### src/rtl/pc_ctrl.sv
// Fetch-PC controller: owns the PC, EPC and exception level, and selects the
// next fetch address from decode control flow, exceptions and eret.
module pc_ctrl #(
  parameter int unsigned      WIDTH       = 32,
  parameter logic [WIDTH-1:0] RESET_PC    = 32'h0000_3000,
  parameter logic [WIDTH-1:0] EXC_VECTOR  = 32'h0000_4180,
  parameter bit               ALIGN_CHECK = 1'b1
) (
  input  logic             clk,
  input  logic             reset,
  input  logic             stall,
  input  logic [WIDTH-1:0] d_pc,
  input  logic             d_valid,
  input  logic             jal,
  input  logic             jr,
  input  logic             beq,
  input  logic             iseq,
  input  logic [25:0]      imm26,
  input  logic [15:0]      imm16,
  input  logic [WIDTH-1:0] drs,
  input  logic             exc_req,
  input  logic [WIDTH-1:0] exc_epc,
  input  logic             eret,
  output logic [WIDTH-1:0] pc,
  output logic [WIDTH-1:0] pc_plus4,
  output logic [WIDTH-1:0] npc,
  output logic [WIDTH-1:0] epc,
  output logic             exl,
  output logic             redirect,
  output logic             fetch_misalign
);

  localparam int unsigned EXT_W = WIDTH - 18;

  typedef enum logic {
    NORMAL  = 1'b0,
    HANDLER = 1'b1
  } mode_t;

  mode_t            mode_q, mode_d;
  logic [WIDTH-1:0] pc_q;
  logic [WIDTH-1:0] epc_q, epc_d;
  logic             redirect_q, redirect_d;

  logic [WIDTH-1:0] jump_tgt;
  logic [WIDTH-1:0] br_off;
  logic [WIDTH-1:0] br_tgt;

  // Decode-stage targets; the delay slot is never squashed here.
  assign jump_tgt = {d_pc[WIDTH-1:28], imm26, 2'b00};
  assign br_off   = {{EXT_W{imm16[15]}}, imm16, 2'b00};
  assign br_tgt   = d_pc + WIDTH'(4) + br_off;
  assign pc_plus4 = pc_q + WIDTH'(4);

  // State registers; reset is asynchronous.
  always_ff @(posedge clk or posedge reset) begin
    if (reset) begin
      mode_q     <= NORMAL;
      pc_q       <= RESET_PC;
      epc_q      <= '0;
      redirect_q <= 1'b0;
    end else begin
      mode_q     <= mode_d;
      pc_q       <= npc;
      epc_q      <= epc_d;
      redirect_q <= redirect_d;
    end
  end

  // Strict-priority next-PC selection; exception and eret override stall.
  always_comb begin
    mode_d     = mode_q;
    epc_d      = epc_q;
    redirect_d = 1'b0;
    npc        = pc_plus4;
    if (exc_req) begin
      npc        = EXC_VECTOR;
      mode_d     = HANDLER;
      redirect_d = 1'b1;
      if (mode_q == NORMAL) begin
        epc_d = exc_epc;
      end
    end else if (eret) begin
      npc        = epc_q;
      mode_d     = NORMAL;
      redirect_d = 1'b1;
    end else if (stall) begin
      npc = pc_q;
    end else if (d_valid && jal) begin
      npc        = jump_tgt;
      redirect_d = 1'b1;
    end else if (d_valid && jr) begin
      npc        = drs;
      redirect_d = 1'b1;
    end else if (d_valid && beq && iseq) begin
      npc        = br_tgt;
      redirect_d = 1'b1;
    end
  end

  assign pc       = pc_q;
  assign epc      = epc_q;
  assign exl      = (mode_q == HANDLER);
  assign redirect = redirect_q;

  generate
    if (ALIGN_CHECK) begin : g_align
      assign fetch_misalign = |pc_q[1:0];
    end else begin : g_noalign
      assign fetch_misalign = 1'b0;
    end
  endgenerate

endmodule

### config.mk
export PLATFORM = sky130hd
export DESIGN_NAME = pc_ctrl
export DESIGN_NICKNAME = d
export VERILOG_FILES = /design/src/rtl/pc_ctrl.sv
export SDC_FILE = /design/constraint.sdc
export NUM_CORES = 1
export LEC_CHECK = 0
export CAP_MARGIN = 10
export CORE_MARGIN = 2
export CORE_UTILIZATION = 38
export CTS_CLUSTER_DIAMETER = 60
export DETAILED_ROUTE_END_ITERATION = 10
export HOLD_SLACK_MARGIN = 0.05
export PLACE_DENSITY = 0.74
export RECOVER_POWER = 100
export SYNTH_ARGS = -nofsm -noshare
export SYNTH_HDL_FRONTEND = slang
export SYNTH_SLANG_ARGS = --single-unit
### constraint.sdc
create_clock -name clk -period 3.3 [get_ports clk]
set_clock_uncertainty 0.2 [all_clocks]
set_input_delay 0.33 -clock clk [delete_from_list [all_inputs] [get_ports clk]]
set_output_delay 0.33 -clock clk [all_outputs]
set_load 0.02 [all_outputs]
* Yosys cells after proc, flatten, opt, wreduce, memory -nomap -nowiden
Cells that the tools add are included.
** Word-level totals
- Input port bits :: 148
- Register bits after elaboration :: 66
- Logic and storage cells :: 29
- Output and inout bits :: 131
** Operators by class
- Add/subtract/negate cells :: 3
- Reduce and logical (&&, ||, !) cells :: 7
- Multiplexer cells :: 14
- Bitwise logic cells :: 1
** Operators by type and width (number)
- $mux 32 :: 6
- $add 32x3->32 const B :: 2
- $add 32x32->32 :: 1
- $mux 1 :: 8
- $logic_and 1x1->1 :: 4
- $reduce_and 2->1 :: 1
- $reduce_bool 2->1 :: 1
- $reduce_or 2->1 :: 1
- $not 1->1 :: 1

* Depth between registers and ports, before layout
Gate-level depths: netlist of the first run.
- Depth in word-level cells :: 8
- Mapped depth :: 14
- Mapped depth without buffers :: 14

* Worst setup path before layout of the first run
OpenSTA, ideal clock, no wires.
- Path kind :: input port to output port
- Start :: input d_pc[3]
- End :: output npc[31]
- Stages on the path :: 12
- Required time :: 2.770 ns
- Setup slack :: -0.131 ns
- Data arrival time :: 2.901 ns
- Path buffers :: 0
- Cells stage by stage :: ha_1 -> ha_1 -> inv_1 -> fa_1 -> nand2b_1 -> a21oi_1 -> o21a_1 -> a41o_1 -> a31o_2 -> nand3_1 -> nand3_1 -> nor3b_1
** Between the ends
- Longest elaborated chain between the ends :: 8
** Ends and longest elaborated chain
- start: declaration :: line 12 : input logic [WIDTH-1:0] d_pc,
- $add 32x3->32 :: line 52 : assign br_tgt = d_pc + WIDTH'(4) + br_off;
- $add 32x32->32 :: line 52
- $mux 32 :: line 95 : end else if (d_valid && beq && iseq) begin
- $mux 32 :: line 92 : end else if (d_valid && jr) begin
- $mux 32 :: line 89 : end else if (d_valid && jal) begin
- $mux 32 :: line 87 : end else if (stall) begin
- $mux 32 :: line 83 : end else if (eret) begin
- $mux 32 :: line 76 : if (exc_req) begin
- end: declaration :: line 26 : output logic [WIDTH-1:0] npc,
No other way between the ends.

* Worst setup path after layout of the first run
Ends and elaborated chain as after synthesis.

==> results of run 1 <==
==> cell usage in the layout (no fill, tap or decap), types with 15 or more instances in the layout <==
cell	n
inv_1	15
a21oi_1	54
dfrtp_1	64
nand3_1	22
clkdlybuf4s50_1	124
buf_2	21
mux2_2	30
nor3_1	16
o21ai_0	40
nor2_1	49
dlygate4sd3_1	75
xnor2_1	18
a21o_1	15
xor2_1	18
ha_4	50
nand2_1	74
buf_4	198
buf_6	24
==> critical path: stages <==
cell and delay, ps:
buf_6 100, ha_4 270, ha_4 140, inv_2 40
fa_2 340, nand2b_4 150, a21oi_2 130, o21a_2 230
a41o_4 250, a31o_4 210, nand3_2 110, a211oi_2 280
nor3b_4 80, buf_6 150
==> power groups by stage <==
stage	clock network (mW)	registers (mW)	logic (mW)
2_1_floorplan	0	1.19	0.835
3_3_place_gp	0	1.06	2.10
3_5_place_dp	0	1.06	2.11
4_1_cts	1.04	1.05	2.37
5_1_grt	1.06	1.07	2.61
6_report	1.03	1.05	2.48
==> registers in the layout, summed over array words and instances, names as in the netlist <==
register  flops
pc           32
redirect      1
exl           1
epc          32
==> per-layer routing <==
layer  vias up  global-route usage  wire length [um]
met3        91              0.0788              2770
met1      4088               0.410             12100
met4         0               0.142              1310
li1       3783                   -                 -
met5         -                   0                 0
met2       496               0.599             15300
==> Yosys cell counts, drive strengths merged, types with 6 or more instances <==
| library cell | number |
|---|---|
| nand2 | 83 |
| a21oi | 72 |
| dfrtp | 64 |
| ha | 58 |
| nor2 | 55 |
| o21ai | 55 |
| clkbuf | 32 |
| mux2 | 31 |
| xnor2 | 27 |
| nand3 | 25 |
| nor3 | 22 |
| xor2 | 20 |
| inv | 19 |
| buf | 17 |
| a21o | 15 |
| nand4 | 14 |
| o211ai | 14 |
| o22ai | 14 |
| and3 | 13 |
| a211oi | 12 |
| and2 | 9 |
| o21a | 9 |
| a31oi | 8 |
| a221oi | 7 |
| a21boi | 6 |
| a221o | 6 |
| nor4 | 6 |
==> worst max-delay path by stage <==
stage / startpoint / to / slack [ps] / depth (start not counted)
final: d_pc[3] / npc[31] / -40 / 14
after global routing: imm16[1] / npc[18] / -140 / 14
after CTS: imm16[1] / npc[18] / -40 / 13
after detailed placement: d_pc[2] / npc[23] / -1260 / 16
after global placement: d_pc[2] / npc[29] / -1210 / 16
after floorplan: d_pc[3] / npc[29] / 6 / 12
==> cell families after synthesis <==
group,count (synthesis),synth area share
simple gates,247,0.188
xor+xnor,47,0.0658
compound gates,256,0.260
mux,33,0.0579
buf+inv,70,0.0520
flops,66,0.259
fa+ha+maj,59,0.117
==> cell type report <==
class | instances | area [um^2] | area share
clock buffers | 11 | 233 | 0.0190
clock inverters | 5 | 78.8 | 0.00643
inverters | 20 | 75.1 | 0.00612
multi-input cells | 642 | 5670 | 0.462
flip-flops and latches | 66 | 1650 | 0.135
well taps | 220 | 275 | 0.0224
repair buffers | 485 | 4280 | 0.349
==> repair_timing <==
action                                  in CTS  in global routing
endpoints found under the setup margin      40                 36
pin swaps                                  109                 45
setup buffers                               18                  9
resized for setup                          381                 83
==> through the flow <==
stage / power (mW) / std cells
after detailed placement: 3.18 / 1406
final: 4.55 / 1449
after CTS: 4.46 / 1440
after floorplan: 2.02 / 778
after global routing: 4.74 / 1449
after global placement: 3.16 / 1406
==> results.toml, run 1 <==
[yosys]
synth_warnings = 0
ys_types = 73
ys_seq_area_frac = 0.259
syn_area_mm2 = 0.00637
avgSynthCellArea_um2 = 8.19
yosysTopAreaCellShare = 0.251
syn-instance-count = 778
ys_seq_elements = 66
yosys.area.top_type = "dfrtp_1"
yosys-top-cells-area = "dfrtp_1, ha_1, a21oi_1, mux2_2, nand2_1"
synth-edff-count = 0
ys_async_sr_fraction = 1.00
synth_ff_type = "dfrtp_1"
synth_nets = 985

[placed_design]
place_congestion = 0.974
portBuffers = 278
dp_hpwl_um = 23500
place_area_mm2 = 0.0106
pre_cts_slack_ps = -1260

[critical_path]
reg2reg_from = "exl"
crit_fanout = 4
critical_path.startpoint_type = "input port"
r2r_cells = 3
critPathCaptureType = "output pin"
required_ps = 2770
arrival_ps = 2810
crit_type = "in -> out"
rr_endpoint = "epc[8]"
ff2ff_setup_slack_ps = 400

[hold_path]
min_delay_path_depth = 1
hold_class = "reg -> reg"
min_to = "exl"
hp-start = "exl"

[floorplanning]
ios = 279
die_w_um = 134
die_y_um = 134
fp.coreArea_mm2 = 0.0165
initial_core_util = 0.387
die_area_mm2 = 0.0178
fp-row-count = 47

[power]
power.switching_mw = 1.73
switching_share = 0.381
p_int_mw = 2.82
vdd_ir_drop_max_mv = 0.324
seqPwrFrac = 0.231
power_frac_clock = 0.225
combinationalPowerShare = 0.544
pwr_density_cell_mw_per_mm2 = 371
p_leak_nw = 5.29

[sta]
clock.fmax_ghz = 0.300
grt_setup_unrepaired = "yes"
slew_headroom = 0.170
layout_setup_ws_ps = -37.8
holdWs_ps = 318
fin_crit_ps = 3340
finalMaxSlewViolations = 0
hold_violations = 0
setup_viol = 9
timing.final.crit_share = 1.01
tightest_slew_ps = 1240
finalSetupTns_ps = -181

[global_routing]
grt_pass1_wl_um = 47700
grt_overflow = 0
grt_util_all_layers = 0.345
grt_pass1_vias = 8780
antenna_found_initial = 0
grt_max_degree = 50

[routing]
first_pass_iters = 6
vias_per_cell = 5.84
vias = 8458
antenna_left = 0
wirelength_um = 31500
wl_per_cell_um = 21.7
drc = 0
initialDrtViolationCount = 648

[clock_tree]
hold_buffers = 0
clk_root_buffer_cell = "clkbuf_16"
tritoncts = "yes"
numCtsBuffers = 9
clk_latency_ps = 340
cts_max_level = 3
path_clk_slew_ps = 60
clockBufferDepth = 2
cts_sinks = 66

[layout]
antenna_cells = 0
final_nets = 1431
area_delta_synth_final_pct = 92.4
stdcell_area_mm2 = 0.0123
post-route-util = 0.745
n_fill_cell = 1187
final_layout_size_suffix_gt1_frac = 0.382

[outcome]
status = "finished with violations"
violations = "negative setup slack"

[job]
max_cap_viol_count = 0
(Power assumes the default switching activity.)
==> run 2, diff against run 1 <==
- CORE_UTILIZATION: 38 -> 25
- PLACE_DENSITY: 0.74 -> 0.52
- SETUP_SLACK_MARGIN: unset -> 0.3
==> run 2 against run 1 <==
The run still ends with negative setup slack left. First-iteration DRC count fell by 11%. Critical path depth grew 1. Via count is 1.7% lower. Sequential power barely moved. Count of clock-buffer cells in the layout shrank 1. Global-route usage fell by 9.3 points. Non-clock buffer count rose by 73. Register-to-register slack got worse by 160 ps. Sequential share of layout area decreased by 1.1 points. Worst hold slack better by 10 ps. Routed wire length increased by 10%. Setup slack worse by 160 ps. Critical path type unchanged. Largest power group unchanged.
==> results.toml, run 2 (synthesis gave the netlist of run 1 again) <==
[critical_path]
required_ps = 2770
crit_type = "in -> out"
arrival_ps = 2970
worst-path-buf-inv = 6
crit_path_cell_trace = "buf_8 > buf_6 > ha_4 > ha_4 > buf_6 > a21oi_4 > o21ai_4 > a311oi_2 > a21oi_2 > buf_4 > o41ai_4 > buf_4 > mux2_4 > a31oi_4 > buf_6"
crit_top_cell = "buf_6"
slowest_stage = "mux2_4"
critical_path.startpoint_type = "input port"
crit_fanout = 3
critPathCaptureType = "output pin"
cpPeakStageDelay_ps = 310
crit_family = "compound AO/OA/AOI/OAI gates"

[layout]
multiInputGateArea_mm2 = 0.00601
final_layout_size_suffix_gt1_frac = 0.461
most-common-layout-cells = "buf_4, clkdlybuf4s50_1, dlygate4sd3_1"
stdcell_area_mm2 = 0.0133
seq_area_mm2 = 0.00165
area_delta_synth_final_pct = 109
n_fill_cell = 2385
final_common_cell = "buf_4"
final_nets = 1504

[floorplanning]
initial_core_util = 0.254
die_w_um = 164
die_y_um = 164
fp-row-count = 58
fp.coreArea_mm2 = 0.0251
die_area_mm2 = 0.0268
ios = 279

[routing]
wirelength_um = 34600
wl_per_cell_um = 21.2
routed.top_layer = "met4"
drc = 0
vias_per_cell = 5.09
wl_met1_um = 14700
first_pass_iters = 5
initialDrtViolationCount = 576
wl_met2_um = 16700
vias = 8312
antenna_left = 0
wl_met3_um = 2530

[global_routing]
grt_overflow = 0
grt_util_all_layers = 0.251
grt_pass1_vias = 8627
antenna_found_initial = 1
grt_pass1_wl_um = 50900
grt_max_degree = 50

[clock_tree]
numCtsBuffers = 9
clockBufferDepth = 2
cts_sinks = 66
tritoncts = "yes"
cts_max_level = 3
hold_buffers = 0
clk_latency_ps = 330
clk_root_buffer_cell = "clkbuf_16"
path_clk_slew_ps = 60

[placed_design]
place_congestion = 0.957
dp_hpwl_um = 27200
portBuffers = 278
place_area_mm2 = 0.0112

[sta]
timing.final.crit_share = 1.06
clock.fmax_ghz = 0.286
grt_setup_unrepaired = "yes"
slew_headroom = 0.0609
fin_crit_ps = 3500
finalMaxSlewViolations = 0
tightest_slew_ps = 1410
finalSetupTns_ps = -1650
layout_setup_ws_ps = -200
hold_violations = 0
setup_viol = 13

[outcome]
violations = "negative setup slack"
status = "finished with violations"

[hold_path]
hold_class = "reg -> reg"

[job]
max_cap_viol_count = 0

[power]
pwr_density_cell_mw_per_mm2 = 362
p_leak_nw = 5.74
vdd_ir_drop_max_mv = 0.234
-- run 2: changes by cell type in the layout (fill, tap and decap cells not counted), sizes merged, moves of 2 or more --
cell / change
buf: +78
clkbuf: +17
clkdlybuf4s50: -15
dlymetal6s2s: -4
clkinvlp: +2
dlygate4sd2: -2
-- run 2: layout make-up --
class,instances,share of cell area
antenna,1,0.000188
multi-input combinational,642,0.451
tap,330,0.0310
inverter,20,0.00591
clock buffer,10,0.0179
timing repair buffer,558,0.364
sequential,66,0.124
clock inverter,6,0.00676
-- run 2: what timing repair did --
item                                    4_1_cts  5_1_grt
gates resized for setup                     488      130
endpoints found under the setup margin       71       48
pin swaps                                   128       75
setup buffers                                39       19
-- run 2: worst register-to-register path, delay by kind of cell, from the launching register on --
kind	cells	cell delay (ps)
buffers and inverters	6	1100
and+or+nand+nor	4	730
xor gates and xnor gates	1	180
AOI/OAI and AO/OA	2	360
DFF	1	390
-- run 2: per-layer routing --
layer | global-route usage | vias to the layer above
met2 | 0.435 | 324
met4 | 0.0530 | 0
met1 | 0.317 | 4021
li1 | - | 3934
met3 | 0.0587 | 33
met5 | 0 | -
-- run 2: path summary, 6_finish.rpt --
| path | cells past startpoint | slack [ps] | endpoint | start |
|---|---|---|---|---|
| worst max register to register | 13 | 240 | pc[15] | pc[3] |
| worst max-delay path | 15 | -200 | npc[28] | imm16[15] |
| min in group asynchronous | 2 | 500 | epc[19] | reset |
| worst min register to register | 1 | 330 | epc[0] | epc[0] |
| worst min-delay path | 1 | 330 | epc[0] | epc[0] |
| max in group asynchronous | 3 | 590 | pc[16] | reset |
-- run 2: stage by stage --
stage,power [mW],hold slack [ps],util,cells,setup WS (ps)
2_1_floorplan,2.08,247,-,778,270
3_3_place_gp,3.35,324,0.448,1558,-1080
3_5_place_dp,3.34,330,0.448,1558,-1080
4_1_cts,4.78,134,0.513,1613,-272
5_1_grt,5.08,359,0.531,1633,-299
6_report,4.83,328,0.531,1633,-200
-- run 2: power by group --
group	internal [mW]	total, mW	switching (mW)
clock	0.684	1.08	0.400
combinational	1.36	2.70	1.35
sequential	0.930	1.04	0.111
==> run 3, diff against run 2 <==
- CAP_MARGIN: 10 -> 30
- CTS_BUF_LIST: unset -> sky130_fd_sc_hd__clkbuf_4 sky130_fd_sc_hd__clkbuf_8
- RECOVER_POWER: 100 -> unset
==> run 3 against run 2 <==
The run still ends with negative setup slack left. Global-route usage is essentially flat. Fmax is essentially flat. Cell area grew 0.36%. Register-to-register slack gained 270 ps. Cell count grew 0.18%. Largest cell class unchanged.
==> results.toml, run 3 (synthesis gave the netlist of run 1 again) <==
[global_routing]
grt_overflow = 0
grt_pass1_wl_um = 50900
antenna_found_initial = 1
grt_util_all_layers = 0.251
grt_max_degree = 50
grt_pass1_vias = 8630

[placed_design]
place_congestion = 0.957
place_area_mm2 = 0.0112
portBuffers = 278
dp_hpwl_um = 27200

[routing]
antenna_left = 0
initialDrtViolationCount = 542
vias = 8325
first_pass_iters = 6
drc = 0
wirelength_um = 34600
vias_per_cell = 5.09
wl_per_cell_um = 21.2

[layout]
area_delta_synth_final_pct = 110
post-route-util = 0.533
final_layout_size_suffix_gt1_frac = 0.474
n_fill_cell = 2372
most-common-layout-cells = "buf_4, clkdlybuf4s50_1, nand2_1"
stdcell_area_mm2 = 0.0134
final_common_cell = "buf_4"
final_nets = 1507

[sta]
slew_headroom = 0.583
setup_viol = 12
clock.fmax_ghz = 0.286
grt_setup_unrepaired = "yes"
timing.final.crit_share = 1.06
layout_setup_ws_ps = -199
fin_crit_ps = 3500
finalMaxSlewViolations = 0
hold_violations = 0
tightest_slew_ps = 609
holdWs_ps = 79.9

[critical_path]
crit_type = "in -> out"
cpPeakStageDelay_ps = 310
crit_path_cell_trace = "buf_8 > buf_6 > buf_12 > buf_12 > ha_4 > ha_4 > buf_4 > a21oi_2 > nor2b_1 > o21ai_2 > o21ai_2 > o41ai_4 > buf_4 > mux2_4 > a31oi_4 > buf_6"
required_ps = 2770
crit_fanout = 8
critical_path.startpoint_type = "input port"
slowest_stage = "mux2_4"
critPathCaptureType = "output pin"
arrival_ps = 2970

[floorplanning]
initial_core_util = 0.254
die_area_mm2 = 0.0268
die_w_um = 164
fp.coreArea_mm2 = 0.0251
fp-row-count = 58
ios = 279
die_y_um = 164

[outcome]
status = "finished with violations"
violations = "negative setup slack"

[clock_tree]
tritoncts = "yes"
hold_buffers = 0
numCtsBuffers = 9
cts_sinks = 66
clk_root_buffer_cell = "clkbuf_8"
clk_latency_ps = 360
cts_max_level = 3
clockBufferDepth = 2
path_clk_slew_ps = 80

[power]
vdd_ir_drop_max_mv = 0.223
p_leak_nw = 5.71
pwr_density_cell_mw_per_mm2 = 347

[hold_path]
hold_class = "in -> async"

[job]
max_cap_viol_count = 0
==> run 3: cell count changes in the layout (fill, tap and decap cells not counted), moves of 4 or more <==
| cell | change |
|---|---|
| buf_4 | +14 |
| clkbuf_1 | -13 |
| clkbuf_16 | -9 |
| clkbuf_8 | +9 |
| clkdlybuf4s50_1 | +75 |
| dlygate4sd3_1 | -76 |
| o21ai_1 | +4 |
==> run 3: through the flow <==
step,cells,power (mW),TNS [ps],setup slack (ps)
2_1_floorplan,778,2.08,0,270
3_3_place_gp,1558,3.35,-29210,-1080
3_5_place_dp,1558,3.34,-29530,-1080
4_1_cts,1614,4.51,-1400,-272
5_1_grt,1636,4.88,-2410,-299
6_report,1636,4.64,-1190,-199
==> run 3: final timing paths <==
check,from,end,slack [ps],cells past startpoint
min in group clk,exc_epc[23],epc[23],340,3
max,imm16[15],npc[28],-200,16
min,reset,epc[19],80,2
max in group asynchronous,reset,pc[13],2070,3
min reg2reg,epc[0],epc[0],340,1
max reg2reg,pc[3],pc[26],510,11
==> run 3: layout make-up <==
type,instances,area [um^2],share of cell area
Antenna cell,1,2.50,0.000187
Clock buffer,10,138,0.0103
Clock inverter,6,90.1,0.00673
Inverter,20,78.8,0.00589
Multi-Input combinational cell,642,6060,0.453
Sequential cell,66,1650,0.124
Tap cell,330,413,0.0309
Timing Repair Buffer,561,4940,0.369
==> run 3: repair_timing <==
item,CTS,global route
setup endpoints to repair,70,47
setup buffers,40,21
gates resized for setup,495,126
cloned,0,0
pin swaps,131,86
endpoints found under the hold margin,0,0
==> run 3: routing by layer <==
metal,track usage,vias up,routed length [um]
li1,-,3931,-
met1,0.317,4033,14700
met2,0.435,322,16700
met3,0.0589,39,2520
met4,0.0550,0,734
met5,0,-,0
==> run 3: power breakdown <==
group	switching [mW]	total, mW	internal [mW]
clock	0.379	0.827	0.448
sequential	0.114	1.04	0.928
combinational	1.36	2.78	1.42
total	1.85	4.64	2.79
==> run 3: worst max-delay path: cells and delay by family <==
kind            cells  cell delay, ps
buf+inv             7             930
compound gates      5             880
fa+ha+maj           2             460
mux                 1             310
simple gates        1              60
